===== src/rtl/fibonacci_seq_gen_if.sv =====
// Handshake bundle for fibonacci_seq_gen: request side (start/term/seeds/abort),
// stream side (out_* with valid/ready) and status (busy/done/overflow).
interface fibonacci_seq_gen_if #(
    parameter int DATA_WIDTH = 8,
    parameter int TERM_WIDTH = 5
);
    logic                  start;
    logic [TERM_WIDTH-1:0] term;
    logic [DATA_WIDTH-1:0] seed0;
    logic [DATA_WIDTH-1:0] seed1;
    logic                  abort;
    logic                  out_ready;
    logic                  out_valid;
    logic [DATA_WIDTH-1:0] out_data;
    logic [TERM_WIDTH-1:0] out_index;
    logic                  out_last;
    logic                  busy;
    logic                  done;
    logic                  overflow;

    modport master (
        output start, term, seed0, seed1, abort, out_ready,
        input  out_valid, out_data, out_index, out_last,
        input  busy, done, overflow
    );

    modport slave (
        input  start, term, seed0, seed1, abort, out_ready,
        output out_valid, out_data, out_index, out_last,
        output busy, done, overflow
    );
endinterface


===== src/rtl/fibonacci_seq_gen.sv =====
// Streams N Fibonacci terms F(0..N-1) from two seeds over a valid/ready port.
// Ports: clk, rst (async, active-high), bus (slave side of fibonacci_seq_gen_if).
module fibonacci_seq_gen #(
    parameter int DATA_WIDTH = 8,
    parameter int TERM_WIDTH = 5
) (
    input  logic                  clk,
    input  logic                  rst,
    fibonacci_seq_gen_if.slave    bus
);
    typedef enum logic {IDLE, RUN} state_t;

    localparam logic [TERM_WIDTH-1:0] ONE = TERM_WIDTH'(1);

    state_t                state_q, state_d;
    logic [TERM_WIDTH-1:0] n_q, n_d;
    logic [TERM_WIDTH-1:0] idx_q, idx_d;
    logic [DATA_WIDTH-1:0] cur_q, cur_d;
    logic [DATA_WIDTH-1:0] nxt_q, nxt_d;
    logic                  nxt_cy_q, nxt_cy_d;
    logic                  last_q, last_d;
    logic                  done_q, done_d;
    logic                  ovf_q, ovf_d;

    logic [DATA_WIDTH:0]   sum;
    logic [TERM_WIDTH-1:0] idx_inc;
    logic [TERM_WIDTH-1:0] n_dec;

    always_comb begin
        state_d  = state_q;
        n_d      = n_q;
        idx_d    = idx_q;
        cur_d    = cur_q;
        nxt_d    = nxt_q;
        nxt_cy_d = nxt_cy_q;
        last_d   = last_q;
        done_d   = 1'b0;
        ovf_d    = ovf_q;
        sum      = {1'b0, cur_q} + {1'b0, nxt_q};
        idx_inc  = idx_q + ONE;
        n_dec    = n_q - ONE;

        unique case (state_q)
            IDLE: begin
                if (bus.start) begin
                    ovf_d = 1'b0;
                    if (bus.term == '0) begin
                        done_d = 1'b1;
                    end else begin
                        state_d  = RUN;
                        n_d      = bus.term;
                        idx_d    = '0;
                        cur_d    = bus.seed0;
                        nxt_d    = bus.seed1;
                        nxt_cy_d = 1'b0;
                        last_d   = (bus.term == ONE);
                    end
                end
            end
            RUN: begin
                if (bus.abort) begin
                    state_d = IDLE;
                end else if (bus.out_ready) begin
                    if (last_q) begin
                        state_d = IDLE;
                        done_d  = 1'b1;
                    end else begin
                        // nxt_q becomes the presented term; its carry
                        // was captured when it was summed.
                        idx_d              = idx_inc;
                        cur_d              = nxt_q;
                        {nxt_cy_d, nxt_d}  = sum;
                        ovf_d              = ovf_q | nxt_cy_q;
                        last_d             = (idx_inc == n_dec);
                    end
                end
            end
            default: state_d = IDLE;
        endcase
    end

    always_ff @(posedge clk or posedge rst) begin
        if (rst) begin
            state_q  <= IDLE;
            n_q      <= '0;
            idx_q    <= '0;
            cur_q    <= '0;
            nxt_q    <= '0;
            nxt_cy_q <= 1'b0;
            last_q   <= 1'b0;
            done_q   <= 1'b0;
            ovf_q    <= 1'b0;
        end else begin
            state_q  <= state_d;
            n_q      <= n_d;
            idx_q    <= idx_d;
            cur_q    <= cur_d;
            nxt_q    <= nxt_d;
            nxt_cy_q <= nxt_cy_d;
            last_q   <= last_d;
            done_q   <= done_d;
            ovf_q    <= ovf_d;
        end
    end

    assign bus.out_valid = (state_q == RUN);
    assign bus.busy      = (state_q == RUN);
    assign bus.out_data  = cur_q;
    assign bus.out_index = idx_q;
    assign bus.out_last  = last_q & (state_q == RUN);
    assign bus.done      = done_q;
    assign bus.overflow  = ovf_q;
endmodule


===== src/flat_wrapper.sv =====
// flat-port wrapper written by rule: the top's interface ports become plain ports
module fibonacci_seq_gen_flat 
#(
    parameter int DATA_WIDTH = 8,
    parameter int TERM_WIDTH = 5
)
  (clk, rst, bus_start, bus_term, bus_seed0, bus_seed1, bus_abort, bus_out_ready, bus_out_valid, bus_out_data, bus_out_index, bus_out_last, bus_busy, bus_done, bus_overflow);
  fibonacci_seq_gen_if #(.DATA_WIDTH(DATA_WIDTH), .TERM_WIDTH(TERM_WIDTH)) bus_i ();
  input  logic clk;
  input  logic rst;
  input wire logic [$bits(bus_i.start)-1:0] bus_start;
  input wire logic [$bits(bus_i.term)-1:0] bus_term;
  input wire logic [$bits(bus_i.seed0)-1:0] bus_seed0;
  input wire logic [$bits(bus_i.seed1)-1:0] bus_seed1;
  input wire logic [$bits(bus_i.abort)-1:0] bus_abort;
  input wire logic [$bits(bus_i.out_ready)-1:0] bus_out_ready;
  output wire logic [$bits(bus_i.out_valid)-1:0] bus_out_valid;
  output wire logic [$bits(bus_i.out_data)-1:0] bus_out_data;
  output wire logic [$bits(bus_i.out_index)-1:0] bus_out_index;
  output wire logic [$bits(bus_i.out_last)-1:0] bus_out_last;
  output wire logic [$bits(bus_i.busy)-1:0] bus_busy;
  output wire logic [$bits(bus_i.done)-1:0] bus_done;
  output wire logic [$bits(bus_i.overflow)-1:0] bus_overflow;
  assign bus_i.start = bus_start;
  assign bus_i.term = bus_term;
  assign bus_i.seed0 = bus_seed0;
  assign bus_i.seed1 = bus_seed1;
  assign bus_i.abort = bus_abort;
  assign bus_i.out_ready = bus_out_ready;
  assign bus_out_valid = bus_i.out_valid;
  assign bus_out_data = bus_i.out_data;
  assign bus_out_index = bus_i.out_index;
  assign bus_out_last = bus_i.out_last;
  assign bus_busy = bus_i.busy;
  assign bus_done = bus_i.done;
  assign bus_overflow = bus_i.overflow;
  fibonacci_seq_gen #(.DATA_WIDTH(DATA_WIDTH), .TERM_WIDTH(TERM_WIDTH)) u_core (.clk(clk), .rst(rst), .bus(bus_i));
endmodule

===== config.mk =====
export PLATFORM = sky130hd
export DESIGN_NAME = fibonacci_seq_gen_flat
export DESIGN_NICKNAME = d
export VERILOG_FILES = /design/src/rtl/fibonacci_seq_gen_if.sv /design/src/rtl/fibonacci_seq_gen.sv /design/src/flat_wrapper.sv
export SDC_FILE = /design/constraint.sdc
export NUM_CORES = 1
export LEC_CHECK = 0
export ABC_AREA = 1
export CAP_MARGIN = 10
export CORE_ASPECT_RATIO = 1.25
export CORE_MARGIN = 4
export CORE_UTILIZATION = 28
export DETAILED_ROUTE_END_ITERATION = 8
export PLACE_DENSITY = 0.52
export SLEW_MARGIN = 20
export SYNTH_ARGS = -nofsm -noshare
export SYNTH_HDL_FRONTEND = slang
export SYNTH_SLANG_ARGS = --single-unit

===== constraint.sdc =====
create_clock -name clk -period 1.5 [get_ports clk]
set_input_delay 0.15 -clock clk [delete_from_list [all_inputs] [get_ports clk]]
set_output_delay 0.15 -clock clk [all_outputs]
set_load 0.05 [all_outputs]

==> run_summary.xml <==
<?xml version="1.0" encoding="UTF-8"?>
<metrics>
  <group name="clock_tree">
    <metric name="clock_pin_transition_on_the_worst_setup_and_hold_timing_paths" unit="ps">80</metric>
    <metric name="cts_buffer_depth" unit="">2</metric>
    <metric name="cts_buffers" unit="">5</metric>
    <metric name="tritoncts_clock_tree" unit="">built</metric>
    <metric name="clock-sinks" unit="">31</metric>
    <metric name="cts_root_buffer" unit="">sky130_fd_sc_hd__clkbuf_8</metric>
    <metric name="worstSkewPairLatency" unit="ps">290</metric>
    <metric name="cts_hold_buf" unit="">0</metric>
    <metric name="cts_max_level" unit="">2</metric>
  </group>
  <group name="finish">
    <metric name="final_cell_mix" unit="">sky130_fd_sc_hd__nand2_1 (104), sky130_fd_sc_hd__buf_4 (35), sky130_fd_sc_hd__inv_1 (31)</metric>
    <metric name="drive_gt1_share" unit="%">25.50</metric>
    <metric name="syn_to_final_growth" unit="%">45.30</metric>
    <metric name="n_antenna_cell" unit="">0</metric>
    <metric name="nNetsFinal" unit="">389</metric>
    <metric name="final_layout_fill_cell_count" unit="">767</metric>
    <metric name="mostFrequentLayoutCell" unit="">sky130_fd_sc_hd__nand2_1</metric>
  </group>
  <group name="sta">
    <metric name="fin_setup_tns" unit="ps">-32.32</metric>
    <metric name="setup_repair_after_global_routing_missed_its_margin" unit="">yes</metric>
    <metric name="final.setup.worst_slack" unit="ps">-31.18</metric>
    <metric name="finClkSkew" unit="ps">9.440</metric>
    <metric name="final.hold.worst_slack" unit="ps">245.9</metric>
    <metric name="post-route-min-period" unit="ps">1531</metric>
    <metric name="maxSlewViolCount" unit="">0</metric>
    <metric name="worst_slew_margin_rel" unit="%">73.23</metric>
    <metric name="max_freq" unit="GHz">0.6531</metric>
    <metric name="final-hold-violation-count" unit="">0</metric>
    <metric name="slew_worst_pin" unit="ps">401.5</metric>
    <metric name="fin_crit_sh" unit="%">102.1</metric>
    <metric name="setup_violating_endpoint_count_in_the_final_report" unit="">2</metric>
  </group>
  <group name="worst_setup_path">
    <metric name="cpMaxStageDelayCell" unit="">sky130_fd_sc_hd__dfrtp_1</metric>
    <metric name="path_class" unit="">flip-flop to flip-flop</metric>
    <metric name="crit-reg2reg-capture" unit="">u_core.nxt_q[2]</metric>
    <metric name="worst-r2r-setup-slack" unit="ps">-30</metric>
    <metric name="worstSetupEndpointType" unit="">flip-flop</metric>
    <metric name="cp.required" unit="ps">1680</metric>
    <metric name="r2r-start" unit="">u_core.nxt_q[0]</metric>
    <metric name="timing.critical_path.from_type" unit="">flip-flop</metric>
    <metric name="timing.critical_path.max_delay_family" unit="">adder cells</metric>
    <metric name="worst-r2r-cell-count" unit="">8</metric>
    <metric name="critical-path-max-stage-delay" unit="ps">400</metric>
    <metric name="critical_path_cell_by_cell" unit="">ha_4 -&gt; inv_2 -&gt; fa_2 -&gt; buf_4 -&gt; xor2_1 -&gt; nand2_1 -&gt; o211ai_1 -&gt; nand2_1</metric>
    <metric name="cell_occurring_most_often_along_the_worst_timing_path" unit="">sky130_fd_sc_hd__nand2_1</metric>
    <metric name="worstPathBufferInverterCount" unit="">2</metric>
    <metric name="critical_path_arrival" unit="ps">1710</metric>
    <metric name="critPathMaxFanout" unit="">2</metric>
  </group>
  <group name="global_routing">
    <metric name="grt_remaining_overflow" unit="">0</metric>
    <metric name="grt_util_all_layers" unit="%">12.91</metric>
    <metric name="antenna_violations_before_repair" unit="">0</metric>
    <metric name="first_pass_grt_wire_length" unit="µm">9011</metric>
    <metric name="grt_pass1_vias" unit="">2006</metric>
    <metric name="maximum_number_of_pins_on_one_net_before_global_route_repair" unit="">32</metric>
  </group>
  <group name="status">
    <metric name="outcome" unit="">finished with violations</metric>
    <metric name="failing_checks" unit="">setup timing</metric>
  </group>
  <group name="yosys">
    <metric name="average_cell_area_after_synthesis" unit="µm²">7.077</metric>
    <metric name="synth-warning-count" unit="">0</metric>
    <metric name="synth_seq_cells" unit="">31</metric>
    <metric name="yosys.cell_types.count" unit="">28</metric>
    <metric name="synth_top_cell_by_area" unit="">sky130_fd_sc_hd__dfrtp_1</metric>
    <metric name="post_synth_instance_area" unit="mm²">0.002038</metric>
    <metric name="synth_largest_type_area_fraction" unit="%">38.06</metric>
    <metric name="syn_nets" unit="">325</metric>
    <metric name="synth.yosys.seq_area_share" unit="%">38.06</metric>
    <metric name="postSynthCellCount" unit="">288</metric>
    <metric name="ys_top_cells_by_area" unit="">sky130_fd_sc_hd__dfrtp_1 (38%), sky130_fd_sc_hd__nand2_1 (20%), sky130_fd_sc_hd__ha_1 (6.1%)</metric>
  </group>
  <group name="routing">
    <metric name="detailedRoute.firstIterationViolations" unit="">75</metric>
    <metric name="routed-via-count" unit="">1987</metric>
    <metric name="wirelength" unit="µm">5341</metric>
    <metric name="detail_route.vias_per_cell" unit="">4.485</metric>
    <metric name="wl_per_cell" unit="µm">12.06</metric>
    <metric name="drc" unit="">0</metric>
    <metric name="drt_pass1_iterations" unit="">4</metric>
    <metric name="ant_nets" unit="">0</metric>
  </group>
  <group name="die">
    <metric name="site_row_count" unit="">34</metric>
    <metric name="dieHeight" unit="µm">103.4</metric>
    <metric name="top_level_ports" unit="">44</metric>
    <metric name="chipWidth" unit="µm">84.31</metric>
    <metric name="core-area" unit="mm²">0.007019</metric>
    <metric name="design.die.area" unit="mm²">0.008717</metric>
    <metric name="start_util" unit="%">29.04</metric>
  </group>
  <group name="pwr">
    <metric name="cell_internal_pwr" unit="mW">3.283</metric>
    <metric name="power_per_cell_area" unit="mW/mm²">2050</metric>
    <metric name="irDropWorstVdd" unit="V">0.0007257</metric>
    <metric name="power_frac_comb" unit="%">60.7</metric>
    <metric name="power.share.clock" unit="%">14.4</metric>
    <metric name="power_frac_seq" unit="%">24.9</metric>
    <metric name="net-switching-power" unit="mW">2.788</metric>
    <metric name="power.switching_fraction" unit="%">45.92</metric>
    <metric name="cellLeakagePower" unit="nW">1.477</metric>
  </group>
  <group name="worst_hold_path">
    <metric name="hold_path.class" unit="">primary input to async pin</metric>
  </group>
  <group name="place">
    <metric name="gp_congestion" unit="">0.7742</metric>
    <metric name="dp.final_hpwl" unit="µm">4119</metric>
    <metric name="io_buffer_count" unit="">43</metric>
  </group>
  <group name="flow_run">
    <metric name="maxCapViolations" unit="">0</metric>
  </group>
</metrics>
## metrics by stage
stage,total power [mW],area (µm²),util [%],setup WS [ps],instances
global placement,4.982,2781,39.63,-29.14,433
finish,6.070,2962,42.19,-31.18,443
CTS,5.976,2903,41.35,-26.85,441
detailed placement,5.039,2781,39.63,-78.21,433
floorplan,3.954,2116,-,-88.08,288
global route,6.618,2962,42.19,-82.01,443
## kinds of logic after synthesis
logic type               count (synthesis)  share of synthesized area [%]
XOR/XNOR                                 4                          1.719
AND/OR/NAND/NOR                        169                          35.73
AO/OA/AOI/OAI                           28                          8.349
buffers and inverters                   45                          9.024
adder cells (fa/ha/maj)                 11                          7.121
flip-flops                              31                          38.06
## what timing repair did
| item | CTS | global route |
|---|---|---|
| setup endpoints to repair | 4 | 14 |
| buffers inserted | 0 | 2 |
| pin swaps | 1 | 3 |
| resized for setup | 1 | 11 |
## cell usage after synthesis
master	count
sky130_fd_sc_hd__a21oi_1	4
sky130_fd_sc_hd__a31oi_1	1
sky130_fd_sc_hd__buf_2	3
sky130_fd_sc_hd__buf_4	1
sky130_fd_sc_hd__buf_6	1
sky130_fd_sc_hd__clkbuf_1	3
sky130_fd_sc_hd__dfrtp_1	31
sky130_fd_sc_hd__fa_1	1
sky130_fd_sc_hd__ha_1	10
sky130_fd_sc_hd__inv_1	33
sky130_fd_sc_hd__inv_2	4
sky130_fd_sc_hd__nand2_1	109
sky130_fd_sc_hd__nand2_2	2
sky130_fd_sc_hd__nand3_1	24
sky130_fd_sc_hd__nand3_2	1
sky130_fd_sc_hd__nand3b_1	2
sky130_fd_sc_hd__nand4_1	8
sky130_fd_sc_hd__nor2_1	13
sky130_fd_sc_hd__nor2_2	1
sky130_fd_sc_hd__nor4_1	1
sky130_fd_sc_hd__o211ai_1	10
sky130_fd_sc_hd__o21ai_0	7
sky130_fd_sc_hd__o21ai_1	5
sky130_fd_sc_hd__o32ai_1	1
sky130_fd_sc_hd__or2_0	1
sky130_fd_sc_hd__or2_2	7
sky130_fd_sc_hd__xnor2_1	2
sky130_fd_sc_hd__xor2_1	2
## final cells by class
cell class                 instances  area [µm²]  share of cell area [%]
clock inverter                     2       35.03                   1.183
tap                               90       112.6                   3.802
timing repair buffer              65       613.1                   20.70
inverter                          37       141.4                   4.774
sequential                        31       788.3                   26.62
multi-input combinational        212        1189                   40.14
clock buffer                       6       82.58                   2.788
## state kept, by name (all words and copies together), names as in the netlist
signal	count
u_core.nxt_q	8
u_core.bus.out_index	5
u_core.bus.out_data	8
u_core.bus.busy	1
u_core.bus.done	1
u_core.nxt_cy_q	1
u_core.last_q	1
u_core.n_q	5
u_core.bus.overflow	1
## routing by layer
| metal | track usage [%] | part of all wire, % | vias up |
|---|---|---|---|
| met3 | 2.694 | 4.1 | 6 |
| met2 | 24.54 | 52 | 30 |
| met4 | 3.837 | 1.1 | 0 |
| li1 | - | - | 1049 |
| met1 | 14.54 | 42 | 902 |
| met5 | 0 | 0 | - |
## worst max-delay path by stage
| stage | endpoint | slack, ps | cells past startpoint | from |
|---|---|---|---|---|
| after global placement | u_core.bus.out_data[4] | -30 | 7 | bus_term[4] |
| after global routing | u_core.nxt_q[2] | -80 | 8 | u_core.nxt_q[0] |
| after floorplan | u_core.nxt_q[4] | -90 | 9 | u_core.bus.out_data[0] |
| after CTS | u_core.nxt_q[4] | -30 | 10 | u_core.nxt_q[0] |
| final | u_core.nxt_q[2] | -30 | 8 | u_core.nxt_q[0] |
| after detailed placement | u_core.bus.out_data[3] | -80 | 7 | bus_term[4] |
## power by group through the flow
| stage | Clock [mW] | Sequential (mW) | Combinational [mW] |
|---|---|---|---|
| finish | 0.871 | 1.51 | 3.68 |
| floorplan | 0 | 2.01 | 1.94 |
| global placement | 0 | 1.52 | 3.46 |
| CTS | 0.906 | 1.52 | 3.55 |
| detailed placement | 0 | 1.53 | 3.51 |
| global route | 0.933 | 1.56 | 4.13 |
## worst reg2reg max path, delay by kind of cell (launching register included)
kind	cells	cell delay, ps
AND/OR/NAND/NOR	2	120
buffers and inverters	2	190
XOR/XNOR	1	120
flip-flops	1	400
AO/OA/AOI/OAI	1	80
adder cells (fa/ha/maj)	2	510
Note: power is estimated with default switching activity, not from simulation.
